==> config.mk <==
export PLATFORM = sky130hd
export DESIGN_NAME = cmd_packet_rx
export DESIGN_NICKNAME = d
export VERILOG_FILES = /design/src/rtl/cmd_packet_rx.sv
export SDC_FILE = /design/constraint.sdc
export NUM_CORES = 1
export LEC_CHECK = 0
export CAP_MARGIN = 20
export CORE_UTILIZATION = 53
export DETAILED_ROUTE_END_ITERATION = 8
export GPL_TIMING_DRIVEN = 0
export PLACE_DENSITY = 0.84
export SLEW_MARGIN = 20
export SYNTH_ARGS = -nofsm -noshare
export SYNTH_HDL_FRONTEND = slang
export SYNTH_SLANG_ARGS = --single-unit
==> constraint.sdc <==
create_clock -name clk -period 4.5 [get_ports clk]
set_clock_uncertainty 0.15 [all_clocks]
set_input_delay 0.675 -clock clk [delete_from_list [all_inputs] [get_ports clk]]
set_output_delay 0.675 -clock clk [all_outputs]
set_load 0.03 [all_outputs]
==> src/rtl/cmd_packet_rx.sv <==
`default_nettype none
//==============================================================================
// Module   : cmd_packet_rx
// Purpose  : Copter-side framing stage. Assembles three UART bytes
//            (cmd, data_hi, data_lo) into one command word with a ready/clear
//            handshake, and queues single-byte responses to the UART
//            transmitter through a one-entry pending register.
// Ports    : clk, rst           - clock, asynchronous active-high reset
//            rx_rdy, rx_data    - received byte from UART (level until cleared)
//            clr_rx_rdy         - one-cycle pulse clearing rx_rdy
//            cmd_rdy, cmd, data - assembled packet and its valid flag
//            clr_cmd_rdy        - consumer acknowledge
//            resp, send_resp    - response byte and one-cycle send request
//            tx_done            - UART transmitter idle (level)
//            tx_data, trmt      - byte and start pulse to the UART transmitter
//            resp_busy          - response path occupied
//            pkt_err            - pulse when a partial packet is discarded
// Options  : `define PKT_TIMEOUT_EN builds the inter-byte timeout
//            (TIMEOUT_CYCLES, TO_W); otherwise pkt_err is tied low.
// Revision : 1.0 - initial release
//==============================================================================
module cmd_packet_rx #(
  parameter int TIMEOUT_CYCLES = 2500000,
  parameter int TO_W           = 22
) (
  input  logic        clk,
  input  logic        rst,
  input  logic        rx_rdy,
  input  logic [7:0]  rx_data,
  output logic        clr_rx_rdy,
  output logic        cmd_rdy,
  output logic [7:0]  cmd,
  output logic [15:0] data,
  input  logic        clr_cmd_rdy,
  input  logic [7:0]  resp,
  input  logic        send_resp,
  input  logic        tx_done,
  output logic [7:0]  tx_data,
  output logic        trmt,
  output logic        resp_busy,
  output logic        pkt_err
);

  typedef enum logic [1:0] {
    WAIT_CMD = 2'd0,
    WAIT_HI  = 2'd1,
    WAIT_LO  = 2'd2
  } state_t;

  state_t      r_state;
  state_t      w_state_nxt;
  logic [7:0]  r_sh_cmd;
  logic [7:0]  r_sh_hi;
  logic        w_cap;
  logic        w_complete;
  logic        w_start;
  logic        w_timeout;
  logic        r_pending;
  logic [7:0]  r_pend_byte;
  logic        w_drain;

  // rx_rdy is still high during the clear cycle; ignoring it there prevents
  // capturing the same byte twice.
  assign w_cap      = rx_rdy & ~clr_rx_rdy;
  assign w_start    = w_cap & (r_state == WAIT_CMD);
  // The last byte goes straight from rx_data into the output register, so
  // the low data byte needs no separate shadow.
  assign w_complete = w_cap & (r_state == WAIT_LO);

`ifdef PKT_TIMEOUT_EN
  logic [TO_W-1:0] r_to_cnt;
  logic            r_pkt_err;

  // A capture on the expiry cycle takes priority over the timeout.
  assign w_timeout = (r_state != WAIT_CMD) & ~w_cap &
                     (r_to_cnt == TO_W'(TIMEOUT_CYCLES - 1));
  assign pkt_err   = r_pkt_err;

  always_ff @(posedge clk or posedge rst) begin
    if (rst) begin
      r_to_cnt  <= '0;
      r_pkt_err <= 1'b0;
    end else begin
      r_pkt_err <= w_timeout;
      if ((r_state == WAIT_CMD) || w_cap || w_timeout)
        r_to_cnt <= '0;
      else
        r_to_cnt <= r_to_cnt + 1'b1;
    end
  end
`else
  // Parameters only matter when the timeout is built; the constant keeps the
  // width relationship visible in both builds.
  localparam logic c_cfg_ok = ((TIMEOUT_CYCLES >> TO_W) == 0);

  assign w_timeout = 1'b0;
  assign pkt_err   = 1'b0 & c_cfg_ok;
`endif

  // RX FSM: state register
  always_ff @(posedge clk or posedge rst) begin
    if (rst)
      r_state <= WAIT_CMD;
    else
      r_state <= w_state_nxt;
  end

  // RX FSM: next state
  always_comb begin
    w_state_nxt = r_state;
    if (w_cap) begin
      case (r_state)
        WAIT_CMD: w_state_nxt = WAIT_HI;
        WAIT_HI:  w_state_nxt = WAIT_LO;
        default:  w_state_nxt = WAIT_CMD;
      endcase
    end else if (w_timeout) begin
      w_state_nxt = WAIT_CMD;
    end
  end

  // RX datapath: shadows, outputs, handshake
  always_ff @(posedge clk or posedge rst) begin
    if (rst) begin
      clr_rx_rdy <= 1'b0;
      r_sh_cmd   <= '0;
      r_sh_hi    <= '0;
      cmd        <= '0;
      data       <= '0;
      cmd_rdy    <= 1'b0;
    end else begin
      clr_rx_rdy <= w_cap;
      if (w_timeout) begin
        r_sh_cmd <= '0;
        r_sh_hi  <= '0;
      end else if (w_cap) begin
        case (r_state)
          WAIT_CMD: r_sh_cmd <= rx_data;
          WAIT_HI:  r_sh_hi  <= rx_data;
          default: begin
            cmd  <= r_sh_cmd;
            data <= {r_sh_hi, rx_data};
          end
        endcase
      end
      // Completion beats a same-cycle acknowledge; a new packet start drops
      // an unacknowledged one.
      if (w_complete)
        cmd_rdy <= 1'b1;
      else if (clr_cmd_rdy || w_start)
        cmd_rdy <= 1'b0;
    end
  end

  // Transmitter is considered free once tx_done is seen outside the cycle
  // in which we just started it.
  assign w_drain = resp_busy & tx_done & ~trmt;

  always_ff @(posedge clk or posedge rst) begin
    if (rst) begin
      tx_data     <= '0;
      trmt        <= 1'b0;
      resp_busy   <= 1'b0;
      r_pending   <= 1'b0;
      r_pend_byte <= '0;
    end else begin
      trmt <= 1'b0;
      if (!resp_busy) begin
        if (send_resp) begin
          tx_data   <= resp;
          trmt      <= 1'b1;
          resp_busy <= 1'b1;
        end
      end else if (w_drain) begin
        if (r_pending) begin
          tx_data   <= r_pend_byte;
          trmt      <= 1'b1;
          r_pending <= send_resp;
          if (send_resp)
            r_pend_byte <= resp;
        end else if (send_resp) begin
          // Request arriving as the path frees up goes out directly.
          tx_data <= resp;
          trmt    <= 1'b1;
        end else begin
          resp_busy <= 1'b0;
        end
      end else if (send_resp) begin
        r_pending   <= 1'b1;
        r_pend_byte <= resp;
      end
    end
  end

endmodule
`default_nettype wire

==> out/qor.csv, run 1 <==
stage,metric,value,unit
outcome,outcome,"complete, no violations",
worst_setup_path,ff2ff_setup_slack,2.68,ns
logic_synthesis,synth_edf_count,0,
cells_and_area,final_util,73.8,%
pwr,power.leakage,0.00140,µW
floorplan,chipHeight,70.2,µm
pwr,power_density,749,nW/µm²
cts,cts_sinks,63,
worst_setup_path,r2r_start,clr_rx_rdy$_DFF_PP0_,
placement,gp_congestion,0.832,
placement,port_buffers,57,
sta,finalCriticalPeriod,2.22,ns
logic_synthesis,mappedNetlistArea,2470,µm²
logic_synthesis,yosysUniqueCellTypes,25,
hold_path,min-delay-start,r_sh_hi[3]$_DFFE_PP0P_,
logic_synthesis,synth_nets,180,
worst_setup_path,reg2regPathDepth,4,
cts,cts.reportedPaths.clkPinSlew,0.06,ns
cts,ctsHoldBuffers,0,
cells_and_area,nFillCells,283,
worst_setup_path,cp-start-kind,input pin,
worst_setup_path,worstPathRequired,4.56,ns
logic_synthesis,postSynthAreaPerCell,15.6,µm²
cells_and_area,layout_common_cells,"63 x dfrtp_1, 57 x clkdlybuf4s50_1, 48 x mux2_2",
cts,clk_latency,0.33,ns
cts,cts_setup_buffers,0,
detailed_routing,drc,0,
cells_and_area,final_nets,248,
logic_synthesis,yosysSeqAreaShare,63.9,%
cts,clock_path_buffers,2,
sta,worst_slew_pin_slew,0.744,ns
worst_setup_path,critPathKind,in2reg,
worst_setup_path,cp.arrival,2.28,ns
cts,h-tree-depth,3,
global_routing,grt_overflow,0,
cells_and_area,design_area,3260,µm²
global_routing,antenna_found_initial,0,
worst_setup_path,critPathLaunch,rx_rdy,
detailed_routing,drt-pass1-iter-count,4,
cells_and_area,syn2layout_area_growth,32.0,%
detailed_routing,wire_per_inst,17.4,µm
logic_synthesis,synthCells,158,
detailed_routing,vias_per_cell,5.60,
global_routing,gr-usage-all-layers,22.0,%
sta,rsz0062_at_grt,no,
logic_synthesis,synthArstFlopShare,100,%
worst_setup_path,end_kind,flip-flop,
worst_setup_path,worstPathMaxFanout,9,
detailed_routing,wl,4860,µm
logic_synthesis,ys_ff_latch,63,
floorplan,core,4410,µm²
cts,root_buffer,clkbuf_8,
global_routing,grt_max_degree,64,
sta,min_period_over_period,49.2,%
logic_synthesis,yosysWarnings,0,
floorplan,die_area,4930,µm²
pwr,ir_worst_vdd,418,µV
placement,dp_hpwl,3420,µm
floorplan,rows,24,
run,maxCapViolCount,0,
sta,maxSlewHeadroom,50.4,%
cells_and_area,layout_commonest_cell,dfrtp_1,
cells_and_area,final_layout_size_suffix_gt1_share,33.8,%
floorplan,io_pins,59,
sta,max_freq,451,MHz
hold_path,hold_class,reg2reg,
global_routing,grt_pass1_vias,1705,
floorplan,die_x,70.2,µm
sta,setup_tns,0,ns
sta,finalHoldViolations,0,
cells_and_area,insertedDiodeCount,0,
floorplan,initial_core_util,55.9,%
logic_synthesis,dominantRegCellSynth,dfrtp_1,
placement,placed_cell_area,3110,µm²
detailed_routing,ant_nets,0,
worst_setup_path,critPathCapture,r_sh_hi[6]$_DFFE_PP0P_,
detailed_routing,vias,1569,
global_routing,grt_pass1_wl,8110,µm
worst_setup_path,r2r_end,r_sh_hi[6]$_DFFE_PP0P_,
cts,cts_tree,built,
sta,final-max-slew-violation-count,0,
sta,setup_violations,0,
detailed_routing,drt-initial-drc-count,100,
cts,numCtsBuffers,9,
cts,cts_resized,0,
-- per-layer routing --
metal | part of all wire [%] | vias to the layer above | track usage (%)
met5 | 0 | - | 0
met4 | 2.0 | 0 | 12.4
met3 | 4.3 | 9 | 5.05
met2 | 51 | 52 | 35.0
met1 | 43 | 804 | 27.5
li1 | - | 704 | -
-- final cells by class --
| cell class | instances | area (µm²) | area share (%) |
|---|---|---|---|
| sequential | 63 | 1580 | 48.4 |
| multi-input combinational | 85 | 823 | 25.3 |
| timing repair buffer | 57 | 571 | 17.5 |
| clock buffer | 11 | 141 | 4.34 |
| tap | 52 | 65.1 | 2.00 |
| buffer | 7 | 56.3 | 1.73 |
| inverter | 3 | 13.8 | 0.423 |
| clock inverter | 2 | 10.0 | 0.307 |
-- where the power goes --
group	internal (µW)	switching [µW]
logic	527	544
clock network	204	187
registers	824	154
-- metrics by stage --
| stage | total power [µW] | cells | setup slack [ns] | hold slack [ns] |
|---|---|---|---|---|
| after global routing | 2560 | 280 | 2.22 | 0.375 |
| after floorplan | 1620 | 158 | 2.11 | 0.327 |
| after detailed placement | 2070 | 267 | 1.92 | 0.341 |
| after global placement | 2000 | 267 | 1.26 | 0.333 |
| after CTS | 2460 | 280 | 2.27 | 0.354 |
| final | 2440 | 280 | 2.28 | 0.352 |
-- registers in the layout, indices dropped and copies added, names as in the netlist --
signal       cells
data            16
cmd              8
r_pend_byte      8
r_sh_cmd         8
r_sh_hi          8
tx_data          8
r_state          2
clr_rx_rdy       1
cmd_rdy          1
r_pending        1
resp_busy        1
trmt             1
-- Yosys cell counts (2+ instances only) --
| library cell | number | area share [%] |
|---|---|---|
| mux2_2 | 48 | 22 |
| a21o_2 | 2 | 0.71 |
| nand2_1 | 3 | 0.46 |
| buf_6 | 3 | 1.4 |
| a2bb2oi_1 | 7 | 2.5 |
| a21oi_1 | 3 | 0.61 |
| buf_2 | 3 | 0.61 |
| dfrtp_1 | 63 | 64 |
| o22ai_1 | 9 | 2.3 |
| inv_1 | 2 | 0.30 |
-- kinds of logic (layout without fill, tap and decap cells) --
kind of cell | Yosys count | after routing | share of synthesized area (%)
buffers and inverters | 10 | 80 | 2.74
and+or+nand+nor | 11 | 11 | 3.65
AOI/OAI and AO/OA | 25 | 25 | 7.66
DFF | 63 | 63 | 63.9
muxes | 48 | 48 | 21.9
other | 1 | 1 | 0.152
-- worst max-delay path: stages --
cell             delay [ns]
clkdlybuf4s50_1        0.50
nand2b_4               0.06
buf_6                  0.13
nor3b_4                0.50
mux2_2                 0.41
-- worst min-delay path by stage --
stage                                    to  slack [ns]  depth (start not counted)
global route        r_sh_cmd[4]$_DFFE_PP0P_        0.37                          1
CTS                      cmd[4]$_DFFE_PP0P_        0.35                          1
detailed placement       cmd[4]$_DFFE_PP0P_        0.34                          1
finish                 data[11]$_DFFE_PP0P_        0.35                          1
floorplan                cmd[0]$_DFFE_PP0P_        0.33                          1
global placement         cmd[5]$_DFFE_PP0P_        0.33                          1
Power figures use the tool's default switching activity.
==> run 2: changes to the inputs <==
--- a/config.mk
+++ b/config.mk
@@ -6,10 +6,10 @@
 export NUM_CORES = 1
 export LEC_CHECK = 0
 export CAP_MARGIN = 20
-export CORE_UTILIZATION = 53
+export CORE_UTILIZATION = 49
 export DETAILED_ROUTE_END_ITERATION = 8
 export GPL_TIMING_DRIVEN = 0
-export PLACE_DENSITY = 0.84
+export PLACE_DENSITY = 0.79
 export SLEW_MARGIN = 20
 export SYNTH_ARGS = -nofsm -noshare
 export SYNTH_HDL_FRONTEND = slang
==> constraint.sdc (replaced) <==
create_clock -name clk -period 2.2 [get_ports clk]
set_clock_uncertainty 0.15 [all_clocks]
set_input_delay 0.33 -clock clk [delete_from_list [all_inputs] [get_ports clk]]
set_output_delay 0.33 -clock clk [all_outputs]
set_load 0.03 [all_outputs]
==> out/qor.csv, run 2 (synthesized netlist as in run 1, its figures left out) <==
stage,metric,value,unit,change
sta,finalCriticalPeriod,1.89,ns,
pwr,power.leakage,0.00142,µW,was 0.00140 µW
pwr,switching_share,35.3,%,was 36.3%
cells_and_area,nFillCells,347,,was 283
cts,clock_path_buffers,2,,unchanged
detailed_routing,drt-initial-drc-count,66,,was 100
floorplan,chipHeight,73.0,µm,was 70.2 µm
sta,maxSlewHeadroom,50.3,%,was 50.4%
run,maxCapViolCount,0,,unchanged
global_routing,grt_pass1_wl,7740,µm,was 8110 µm
pwr,p_seq_share,38.8,%,was 40.1%
sta,final-max-slew-violation-count,0,,unchanged
cells_and_area,layout.cells.non_filler,298,,was 280
worst_setup_path,worstPathRequired,1.72,ns,was 4.56 ns
floorplan,die_area,5320,µm²,was 4930 µm²
placement,port_buffers,57,,unchanged
worst_setup_path,path_delay_family,buffers and inverters,,unchanged
worst_setup_path,path_cells,clkdlybuf4s50_1,,"was clkdlybuf4s50_1, nand2b_4, buf_6, nor3b_4, mux2_2"
detailed_routing,ant_nets,0,,unchanged
sta,finalHoldViolations,0,,unchanged
pwr,p_int,3310,µW,was 1550 µW
floorplan,die_x,73.0,µm,was 70.2 µm
pwr,finalPower,5120,µW,was 2440 µW
global_routing,grt_overflow,0,,unchanged
cts,cts_setup_buffers,0,,unchanged
cells_and_area,multiInputGateArea,823,µm²,unchanged
outcome,outcome,"complete, no violations",,unchanged
detailed_routing,drc,0,,unchanged
hold_path,hold_class,in2async,,was reg2reg
pwr,power_density,1540,nW/µm²,was 749 nW/µm²
cells_and_area,syn2layout_area_growth,34.3,%,was 32.0%
cells_and_area,largest_reg_flops,16,,unchanged
pwr,p_clk_share,18.7,%,was 16.0%
cts,root_buffer,clkbuf_8,,unchanged
placement,dp_hpwl,3280,µm,was 3420 µm
cts,ctsHoldBuffers,0,,unchanged
sta,max_freq,530,MHz,
cts,h-tree-depth,3,,unchanged
worst_setup_path,cp.arrival,1.41,ns,was 2.28 ns
cells_and_area,layout_commonest_cell,dfrtp_1,,unchanged
cells_and_area,final_layout_size_suffix_gt1_share,34.2,%,was 33.8%
worst_setup_path,critPathKind,reg2out,,was in2reg
sta,rsz0062_at_grt,no,,unchanged
worst_setup_path,crit_slowest_cell,clkdlybuf4s50_1,,unchanged
detailed_routing,vias_per_cell,5.10,,was 5.60
sta,min_period_over_period,85.7,%,
floorplan,io_pins,59,,unchanged
cts,cts_tree,built,,unchanged
floorplan,initial_core_util,51.6,%,was 55.9%
floorplan,rows,25,,was 24
cells_and_area,layout_common_cells,"63 x dfrtp_1, 57 x clkdlybuf4s50_1, 48 x mux2_2",,unchanged
global_routing,antenna_found_initial,0,,unchanged
cells_and_area,final_nets,248,,unchanged
cells_and_area,insertedDiodeCount,0,,unchanged
worst_setup_path,cp_slowest_stage_delay,0.71,ns,was 0.50 ns
sta,setup_violations,0,,unchanged
cts,cts_resized,0,,unchanged
sta,worst_slew_pin_slew,0.745,ns,was 0.744 ns
floorplan,core,4790,µm²,was 4410 µm²
global_routing,gr-usage-all-layers,20.1,%,was 22.0%
worst_setup_path,worstPathMaxFanout,2,,was 9
pwr,ir_worst_vdd,952,µV,was 418 µV
cells_and_area,regArea,1580,µm²,unchanged
cts,numCtsBuffers,9,,unchanged
cts,cts.reportedPaths.clkPinSlew,0.07,ns,was 0.06 ns
worst_setup_path,critPathBufInv,1,,was 2
detailed_routing,wl,4710,µm,was 4860 µm
global_routing,grt_pass1_vias,1655,,"was 1,705"
global_routing,grt_max_degree,64,,unchanged
cells_and_area,largest_register,data,,unchanged
pwr,p_comb_share,42.5,%,was 43.9%
placement,gp_congestion,0.794,,was 0.832
pwr,switching_power,1800,µW,was 885 µW
worst_setup_path,end_kind,output pin,,was flip-flop
worst_setup_path,cp-start-kind,flip-flop,,was input pin
detailed_routing,wire_per_inst,15.8,µm,was 17.4 µm
detailed_routing,vias,1519,,"was 1,569"
cts,cts_sinks,63,,unchanged
placement,dp.cells,282,,was 267
detailed_routing,drt-pass1-iter-count,2,,was 4
cts,clk_latency,0.33,ns,about the same
-- run 2: changes by cell type in the layout (fill, tap and decap cells not counted) --
cell	before	now
bufinv_16	0	1
clkbuf_1	1	2
clkinv_2	2	3
-- run 2: metal layers --
layer  up-vias  part of all wire, %  track usage (%)
li1        702                    -                -
met1       760                   43             23.7
met2        48                   50             33.6
met3         9                  5.6             7.46
met4         0                  1.4             7.63
met5         -                    0                0
-- run 2: power by group through the flow --
stage | Sequential, µW | Combinational, µW | Clock, µW
4_1_cts | 1990 | 2190 | 981
3_5_place_dp | 2000 | 2190 | 0
5_1_grt | 2060 | 2300 | 1040
6_report | 1990 | 2170 | 955
2_1_floorplan | 2560 | 756 | 0
3_3_place_gp | 1960 | 2130 | 0
-- run 2: final cells by class --
class / instances / area share [%]
well taps: 67 / 2.53
clock buffers: 12 / 4.38
repair buffers: 57 / 17.2
clock inverters: 4 / 1.36
flip-flops and latches: 63 / 47.6
plain buffers: 7 / 1.70
inverters: 3 / 0.415
multi-input cells: 85 / 24.8
-- run 2: final timing paths --
kind                                      start  cells after the start  slack, ns                          to
max                        clr_rx_rdy$_DFF_PP0_                      1       0.31                  clr_rx_rdy
min                                         rst                      2       0.33  r_pend_byte[5]$_DFFE_PP0P_
max reg2reg                clr_rx_rdy$_DFF_PP0_                      4       0.35      r_sh_hi[4]$_DFFE_PP0P_
min reg2reg                 data[3]$_DFFE_PP0P_                      1       0.35         data[3]$_DFFE_PP0P_
max in group asynchronous                   rst                      2       1.06         data[1]$_DFFE_PP0P_
min in group clk            data[3]$_DFFE_PP0P_                      1       0.35         data[3]$_DFFE_PP0P_
-- run 2: per-stage QoR --
| stage | hold slack (ns) | worst slack, ns | utilization, % | area, µm² | setup TNS, ns |
|---|---|---|---|---|---|
| after floorplan | 0.305 | 0.150 | - | 2470 | 0 |
| after global placement | 0.331 | -0.768 | 65.2 | 3120 | -48.18 |
| after detailed placement | 0.343 | -0.00211 | 65.3 | 3120 | -0.00211 |
| after CTS | 0.357 | 0.310 | 69.3 | 3310 | 0 |
| after global routing | 0.369 | 0.283 | 69.3 | 3310 | 0 |
| final | 0.332 | 0.314 | 69.3 | 3310 | 0 |
